**config.mk**
```make
export PLATFORM = sky130hd
export DESIGN_NAME = dmem_loader
export DESIGN_NICKNAME = d
export VERILOG_FILES = /design/src/rtl/rv32i_pkg.sv /design/src/rtl/dmem_loader.sv
export SDC_FILE = /design/constraint.sdc
export NUM_CORES = 1
export LEC_CHECK = 0
export ABC_CLOCK_PERIOD_IN_PS = 8700
export CAP_MARGIN = 20
export CORE_ASPECT_RATIO = 0.8
export CORE_UTILIZATION = 55
export CTS_CLUSTER_DIAMETER = 200
export CTS_CLUSTER_SIZE = 10
export DETAILED_ROUTE_END_ITERATION = 16
export GPL_TIMING_DRIVEN = 0
export HOLD_SLACK_MARGIN = 0.15
export PLACE_DENSITY_LB_ADDON = 0.2
export SLEW_MARGIN = 20
export SYNTH_ARGS = -nofsm -noshare
export SYNTH_HDL_FRONTEND = slang
export SYNTH_SLANG_ARGS = --single-unit
```
**constraint.sdc**
```tcl
create_clock -name clk -period 8.7 [get_ports clk]
set_clock_uncertainty 0.2 [all_clocks]
set_input_delay 1.74 -clock clk [delete_from_list [all_inputs] [get_ports clk]]
set_output_delay 1.74 -clock clk [all_outputs]
set_load 0.02 [all_outputs]
```
**src/rtl/rv32i_pkg.sv**
```systemverilog
// Shared core definitions: datapath width and the data-memory loader FSM states.
package rv32i_pkg;

  localparam int DPW = 32;

  typedef enum logic [1:0] {
    IDLE = 2'd0,
    LOAD = 2'd1,
    DONE = 2'd2
  } ldr_state_e;

  // A load length is legal when it is non-zero and fits the cache.
  function automatic logic len_legal(input logic [DPW-1:0] len,
                                     input logic [DPW-1:0] max_w);
    return (len != '0) && (len <= max_w);
  endfunction

endpackage

```
**src/rtl/dmem_loader.sv**
```systemverilog
// Streams len_i 32-bit words into the data cache from BASE_ADDR upward,
// holding the core in busy_o until the last word is written.
module dmem_loader
  import rv32i_pkg::*;
#(
  parameter int             DEPTH     = 120,
  parameter logic [DPW-1:0] BASE_ADDR = '0
) (
  input  logic           clk,
  input  logic           arst_ni,
  input  logic           start_i,
  input  logic [DPW-1:0] len_i,
  input  logic [DPW-1:0] s_data_i,
  input  logic           s_valid_i,
  output logic           s_ready_o,
  output logic           data_en_o,
  output logic [DPW-1:0] input_data_o,
  output logic [DPW-1:0] input_addr_o,
  output logic           busy_o,
  output logic           done_o,
  output logic           err_o
);

  localparam logic [DPW-1:0] MAX_WORDS = DPW'(DEPTH / 4);

  ldr_state_e     r_state;
  ldr_state_e     w_state_nxt;
  logic [DPW-1:0] r_len;
  logic [DPW-1:0] r_cnt;
  logic [DPW-1:0] r_addr;
  logic           r_data_en;
  logic [DPW-1:0] r_data;
  logic [DPW-1:0] r_waddr;
  logic           r_err;

  logic w_acc;
  logic w_last;
  logic w_start_ok;
  logic w_start_bad;

  assign w_acc       = s_valid_i && (r_state == LOAD);
  assign w_last      = w_acc && (r_cnt == (r_len - 1'b1));
  assign w_start_ok  = (r_state == IDLE) && start_i && len_legal(len_i, MAX_WORDS);
  assign w_start_bad = (r_state == IDLE) && start_i && !len_legal(len_i, MAX_WORDS);

  always_ff @(posedge clk or negedge arst_ni) begin
    if (!arst_ni) r_state <= IDLE;
    else          r_state <= w_state_nxt;
  end

  always_comb begin
    w_state_nxt = r_state;
    s_ready_o   = 1'b0;
    busy_o      = 1'b0;
    done_o      = 1'b0;
    case (r_state)
      IDLE: begin
        if (w_start_ok) w_state_nxt = LOAD;
      end
      LOAD: begin
        s_ready_o = 1'b1;
        busy_o    = 1'b1;
        if (w_last) w_state_nxt = DONE;
      end
      DONE: begin
        busy_o      = 1'b1;
        done_o      = 1'b1;
        w_state_nxt = IDLE;
      end
      default: w_state_nxt = IDLE;
    endcase
  end

  always_ff @(posedge clk or negedge arst_ni) begin
    if (!arst_ni) begin
      r_len     <= '0;
      r_cnt     <= '0;
      r_addr    <= '0;
      r_data_en <= 1'b0;
      r_data    <= '0;
      r_waddr   <= '0;
      r_err     <= 1'b0;
    end else begin
      r_data_en <= w_acc;
      r_err     <= w_start_bad;
      if (w_acc) begin
        r_data  <= s_data_i;
        r_waddr <= r_addr;
      end
      if (w_start_ok) begin
        r_len  <= len_i;
        r_cnt  <= '0;
        r_addr <= BASE_ADDR;
      end else if (w_acc) begin
        r_cnt <= r_cnt + 1'b1;
        // Hold the address on the final word so it never steps past the cache end.
        if (!w_last) r_addr <= r_addr + DPW'(4);
      end
    end
  end

  assign data_en_o    = r_data_en;
  assign input_data_o = r_data;
  assign input_addr_o = r_waddr;
  assign err_o        = r_err;

endmodule

```
==> flow_summary.ini <==
[synthesis]
synth_cells = 897
syn_avg_cell_area_um2 = 9.07
ys_seq_area_share_pct = 49.2
yosys.area.top_type = dfrtp_1
synth-seq-cells = 160
yosysTopAreaCellShare_pct = 49.2
synth_ff_type = dfrtp_1
yosysWarnings = 0
ys_top_cells_by_area = dfrtp_1 (49%), nand2_1 (11%), xor2_1 (3.7%)
synth_cell_types = 62
synth_edf_count = 0
synth_area_um2 = 8130
synthArstFlopShare_pct = 100

[global_routing]
grt_pass1_wl_mm = 33.5
grt_max_degree = 91
antenna_found_initial = 0
track_usage_pct = 28.0
grt_pass1_vias = 6801
grt_overflow_total = 0

[clocking]
cts_sinks = 160
h-tree-depth = 4
post_cts_resized = 0
clock-root-buffer = clkbuf_16
clk_path_buf_depth = 2
cts_tree = built
clk_pin_slew_ns = 0.06
cts_buffers = 17
clk-insertion-delay-late_ns = 0.43
hold_buffers = 0
post_cts.repair.setup_buffers = 0

[timing]
relSlewSlack_pct = 42.3
fmax_mhz = 228
final-hold-violation-count = 0
timing.hold.ws_ns = 0.270
finalSetupViolations = 0
tightest_slew_ns = 0.857
slew_viol_final = 0
rsz0062_at_grt = no
finalCriticalPeriod_ns = 4.38
finalCritPeriodShare_pct = 50.3

[power]
powerDensity_nw_per_um2 = 173
pwr-share-comb_pct = 10.7
p_int_uw = 1370
pwr-share-seq_pct = 44.1
p_switching_uw = 429
p_sw_share_pct = 23.8
clkPwrFrac_pct = 45.1
ir_worst_vdd_uv = 190
p_leak_uw = 0.00481
power_uw = 1800

[drt]
antenna_left = 0
dr.pass1.iters = 5
wire_per_inst_um = 16.0
avgViaCountPerCell = 5.69
drc_errors = 0
num_vias = 7101
drt_iter0_markers = 531
wirelength_mm = 20.0

[placement]
placed_area_um2 = 9750
place.gp.congestion = 0.880
port_buffers = 134
hpwl_mm = 14.1

[floorplanning]
row_count = 39
fp.coreArea_um2 = 14300
die_w_um = 138
start_util_pct = 56.7
io_pins = 137
die_y_um = 111
dieArea_um2 = 15300

[worst_setup_path]
cp.arrival_ns = 4.47
end_kind = flip-flop
critPathKind = input pin to flip-flop
crit_chain = clkdlybuf4s50_1, nor4_1, nand4_1, nor4_2, clkbuf_1, buf_1, nor2_1
critPathMaxFanout = 10
rr_worst_depth = 11
cp-start-kind = input pin
critPathMaxStageDelay_ns = 0.76
required_ns = 8.79
crit_path_top_delay_cell = nor4_2

[cells_and_area]
final_area_um2 = 10400
finish.net_count = 1127
drive_above_1_share_pct = 6.10
antenna_cells = 0
area_growth_pct = 27.8

[status]
status = completed

[hold_path]
hold_depth = 2
worstHoldPathType = flip-flop to flip-flop

[run]
cap_violations = 0
## per-layer routing
layer	GRT usage [%]	share of wire, %
met2	42.4	46
met1	40.2	46
met4	8.84	1.4
met3	5.49	6.0
met5	0	0
## power by group through the flow
stage                     clock network, µW  registers (µW)  logic [µW]
after CTS                               822             796         197
after detailed placement                  0             809         195
after global placement                    0             808         189
after global routing                    853             801         212
final                                   814             796         193
after floorplan                           0             840        43.7
## worst paths after layout
path	slack [ns]	endpoint	start
min in group asynchronous	1.07	input_data_o[4]	arst_ni
max in group asynchronous	6.39	input_data_o[31]	arst_ni
setup reg to reg	4.52	r_addr[23]	r_len[7]
hold reg to reg	0.27	input_data_o[18]	input_data_o[18]
setup / recovery	4.32	r_cnt[25]	len_i[12]
hold / removal	0.27	input_data_o[18]	input_data_o[18]
## cell usage in the layout, fill, tap and decap left out, types with 28 or more instances in the layout
master	n
a21oi_1	39
clkbuf_1	32
clkdlybuf4s50_1	133
dfrtp_1	160
nand2_1	234
nand3_1	30
nor2_1	46
nor2b_1	30
o31ai_1	31
or4_1	35
xnor2_1	28
xor2_1	34
## cell usage after synthesis (2+ instances only)
cell	count
a211oi_1	3
a21oi_1	39
a31oi_1	5
and2_1	2
and3_1	20
and4_1	7
buf_1	8
buf_2	5
buf_4	3
buf_6	3
buf_8	3
clkbuf_1	31
dfrtp_1	160
ha_1	7
inv_1	11
nand2_1	234
nand2b_1	6
nand3_1	30
nand4_1	16
nor2_1	46
nor2b_1	30
nor3_1	11
nor3b_1	2
nor4_1	24
nor4_2	2
o2111ai_1	2
o211ai_1	2
o21ai_0	9
o21ai_1	2
o22ai_1	2
o31a_1	4
o31ai_1	31
or2_2	6
or3_1	8
or4_1	35
or4_4	2
xnor2_1	28
xor2_1	34
## metrics by stage
stage	utilization (%)	setup slack [ns]	setup TNS, ns	std cells
floorplan	-	4.96	0	898
CTS	72.5	4.31	0	1249
global placement	67.7	-0.790	-124.18	1216
detailed placement	67.9	3.87	0	1217
finish	72.5	4.32	0	1249
global route	72.5	4.12	0	1249
## cell type report
type | count | area (µm²)
buffer | 53 | 273
clock buffer | 21 | 470
clock inverter | 11 | 179
fill | 1124 | 3950
inverter | 12 | 45.0
multi-input combinational | 673 | 3820
sequential | 160 | 4000
tap | 184 | 230
timing repair buffer | 135 | 1370
## state kept, by name, indices dropped and copies added, names as in the netlist
name,flops
input_data_o,32
r_cnt,32
r_len,32
input_addr_o,30
r_addr,30
r_state,2
data_en_o,1
err_o,1
## worst max-delay path: cells and delay by family
kind                   cells  cell delay, ns
buffers and inverters      3            1.32
AND/OR/NAND/NOR            4            1.40
## kinds of logic after synthesis
kind of cell,count (synthesis),synth area share (%)
muxes,2,0.308
and+or+nand+nor,489,29.8
xor gates and xnor gates,62,6.68
DFF,160,49.2
AOI/OAI and AO/OA,111,8.97
other,1,0.0461
buffers and inverters,65,3.91
adders and majority gates,7,1.08
(Power assumes the default switching activity.)
==> edit: new RTL, same flow settings <==
Put one more register stage on the output `err_o`, with the module's reset. The value now appears one clock later. The other outputs are not delayed to match.
--- a/src/rtl/dmem_loader.sv
+++ b/src/rtl/dmem_loader.sv
@@ -103,5 +103,11 @@
   assign input_data_o = r_data;
   assign input_addr_o = r_waddr;
-  assign err_o        = r_err;
+  always_ff @(posedge clk or negedge arst_ni) begin
+    if (!arst_ni) begin
+      err_o <= '0;
+    end else begin
+      err_o <= r_err;
+    end
+  end
 
 endmodule
Formal check against the unedited RTL: not equivalent (Yosys sat finds a counterexample within 4 cycles, from zero or initial values and one cycle with arst_ni low).
==> edit against the unedited design <==
The run now ends with DRC left. Area after synthesis rose by 0.31%. Non-clock buffer count unchanged. Sequential share of layout area is 0.18 points higher. Core utilization fell by 0.13 points. Design area is 0.16% higher. Power about the same. Setup slack improved by 0.087 ns. Wire length up 0.28%. Count of clock-buffer cells in the layout is 3 lower. Sequential cell count increased by 1. Sequential power about the same.
==> edit: results (changes against the unedited design) <==
outcome=finished, violations left; violated checks=DRC; dominant cells by area after synthesis=sky130_fd_sc_hd__dfrtp_1, sky130_fd_sc_hd__nand2_1, sky130_fd_sc_hd__xor2_1; standby leakage power=0.00483 uW (+0.32%); synthesized area divided by synthesized cell count=9.08 um^2 (+0.20%); site row count=39 (unchanged); worst endpoint data arrival time=4.38 ns (-0.09 ns); library cell contributing the largest single delay on the critical path=sky130_fd_sc_hd__nor4_2; number of global-route vias before repair=6809 (+0.12%); fraction of registers with async set/reset=100% (unchanged); root buffer cell=sky130_fd_sc_hd__clkbuf_16; post-DR wirelength/cell=16.0 um (+0.20%); number of I/O port buffers=134 (unchanged); count of filler cells inserted in the layout=1107 (-1.5%); ratio of cells with drive above 1 in the final layout=6.19% (+0.088 points); number of search-and-repair iterations in the first detailed-routing pass=11 (+6); DP Wirelength=13.9 mm (-1.3%); worst slack at placement=3.87 ns (-0.00368 ns); global-route total usage across every layer=27.6% (-0.37 points); first-pass GRT wire length=33.8 mm (+0.87%); largest net degree at the start of global routing=82 (-9.9%); GP Congestion=0.861 (-2.1%); setup fix buffers added after clock tree synthesis=0 (unchanged); antenna violations before repair=0 (unchanged); Max rail drop VDD=130 uV (-31%); Via density=5.72 (+0.62%); H-Tree Depth=4 (unchanged); clk slew on worst S/H paths=0.06 ns (about the same); Initial DRC Count=591 (+11%); Tightest Hold Check Type=reg -> reg; most used flip-flop cell after synthesis=sky130_fd_sc_hd__dfrtp_1; register area share after synthesis=49.4% (+0.16 points); dpl cells=1218 (+0.082%); final wirelength=20.0 mm (+0.28%); detailed-route DRC error count=14 (+14); list of most frequent post-synthesis cells=sky130_fd_sc_hd__nand2_1, sky130_fd_sc_hd__dfrtp_1, sky130_fd_sc_hd__nor2_1; transition time of the tightest slew-check pin=0.885 ns (+0.0274 ns); net total in the final layout=1128 (+0.089%); Synth Warn #=0 (unchanged); max incr delay on CP=0.70 ns (-0.06 ns)
==> edit: power by group <==
group,internal (uW),switching (uW)
Combinational,92.9,101
Sequential,780,19.7
Clock,493,318
Total,1370,438
==> edit: cell type report <==
type,count,area (um^2),area share (%)
buffer,53,273,2.62
clock buffer,18,439,4.22
clock inverter,14,201,1.93
inverter,12,45.0,0.433
multi-input combinational,673,3820,36.7
sequential,161,4030,38.7
tap,184,230,2.21
timing repair buffer,135,1370,13.2
==> edit: critical path: cells and delay by family <==
kind                   cells  cell delay [ns]
buffers and inverters      3             1.31
AND/OR/NAND/NOR            4             1.33
==> edit: kinds of logic after synthesis <==
| family | Yosys count | share of synthesized area [%] |
|---|---|---|
| mux | 2 | 0.307 |
| other cells | 1 | 0.0460 |
| buf+inv | 65 | 3.90 |
| simple gates | 489 | 29.7 |
| fa+ha+maj | 7 | 1.07 |
| xor+xnor | 62 | 6.66 |
| compound gates | 111 | 8.94 |
| flops | 161 | 49.4 |
==> edit: routing by layer <==
metal  track usage, %  up-vias  wire length (um)
met1             39.7     3470              9360
li1                 -     3431                 -
met4             6.44        0               169
met5                0        -                 0
met2             42.6      229              9250
met3             6.22       21              1240
==> edit: per-stage QoR <==
step	area, um^2	TNS (ns)
final	10400	0
after global routing	10400	0
after floorplan	8160	0
after global placement	9730	-129.22
after detailed placement	9770	0
after CTS	10400	0
==> edit: worst paths after layout <==
path | cells after the start | from | slack, ns | to
setup reg to reg | 11 | r_len[7] | 4.48 | r_addr[16]
setup / recovery | 7 | len_i[13] | 4.41 | r_cnt[13]
hold / removal | 0 | r_err | 0.15 | err_o
min in group asynchronous | 1 | arst_ni | 1.10 | input_data_o[4]
max in group asynchronous | 2 | arst_ni | 6.40 | r_cnt[8]
hold reg to reg | 0 | r_err | 0.15 | err_o
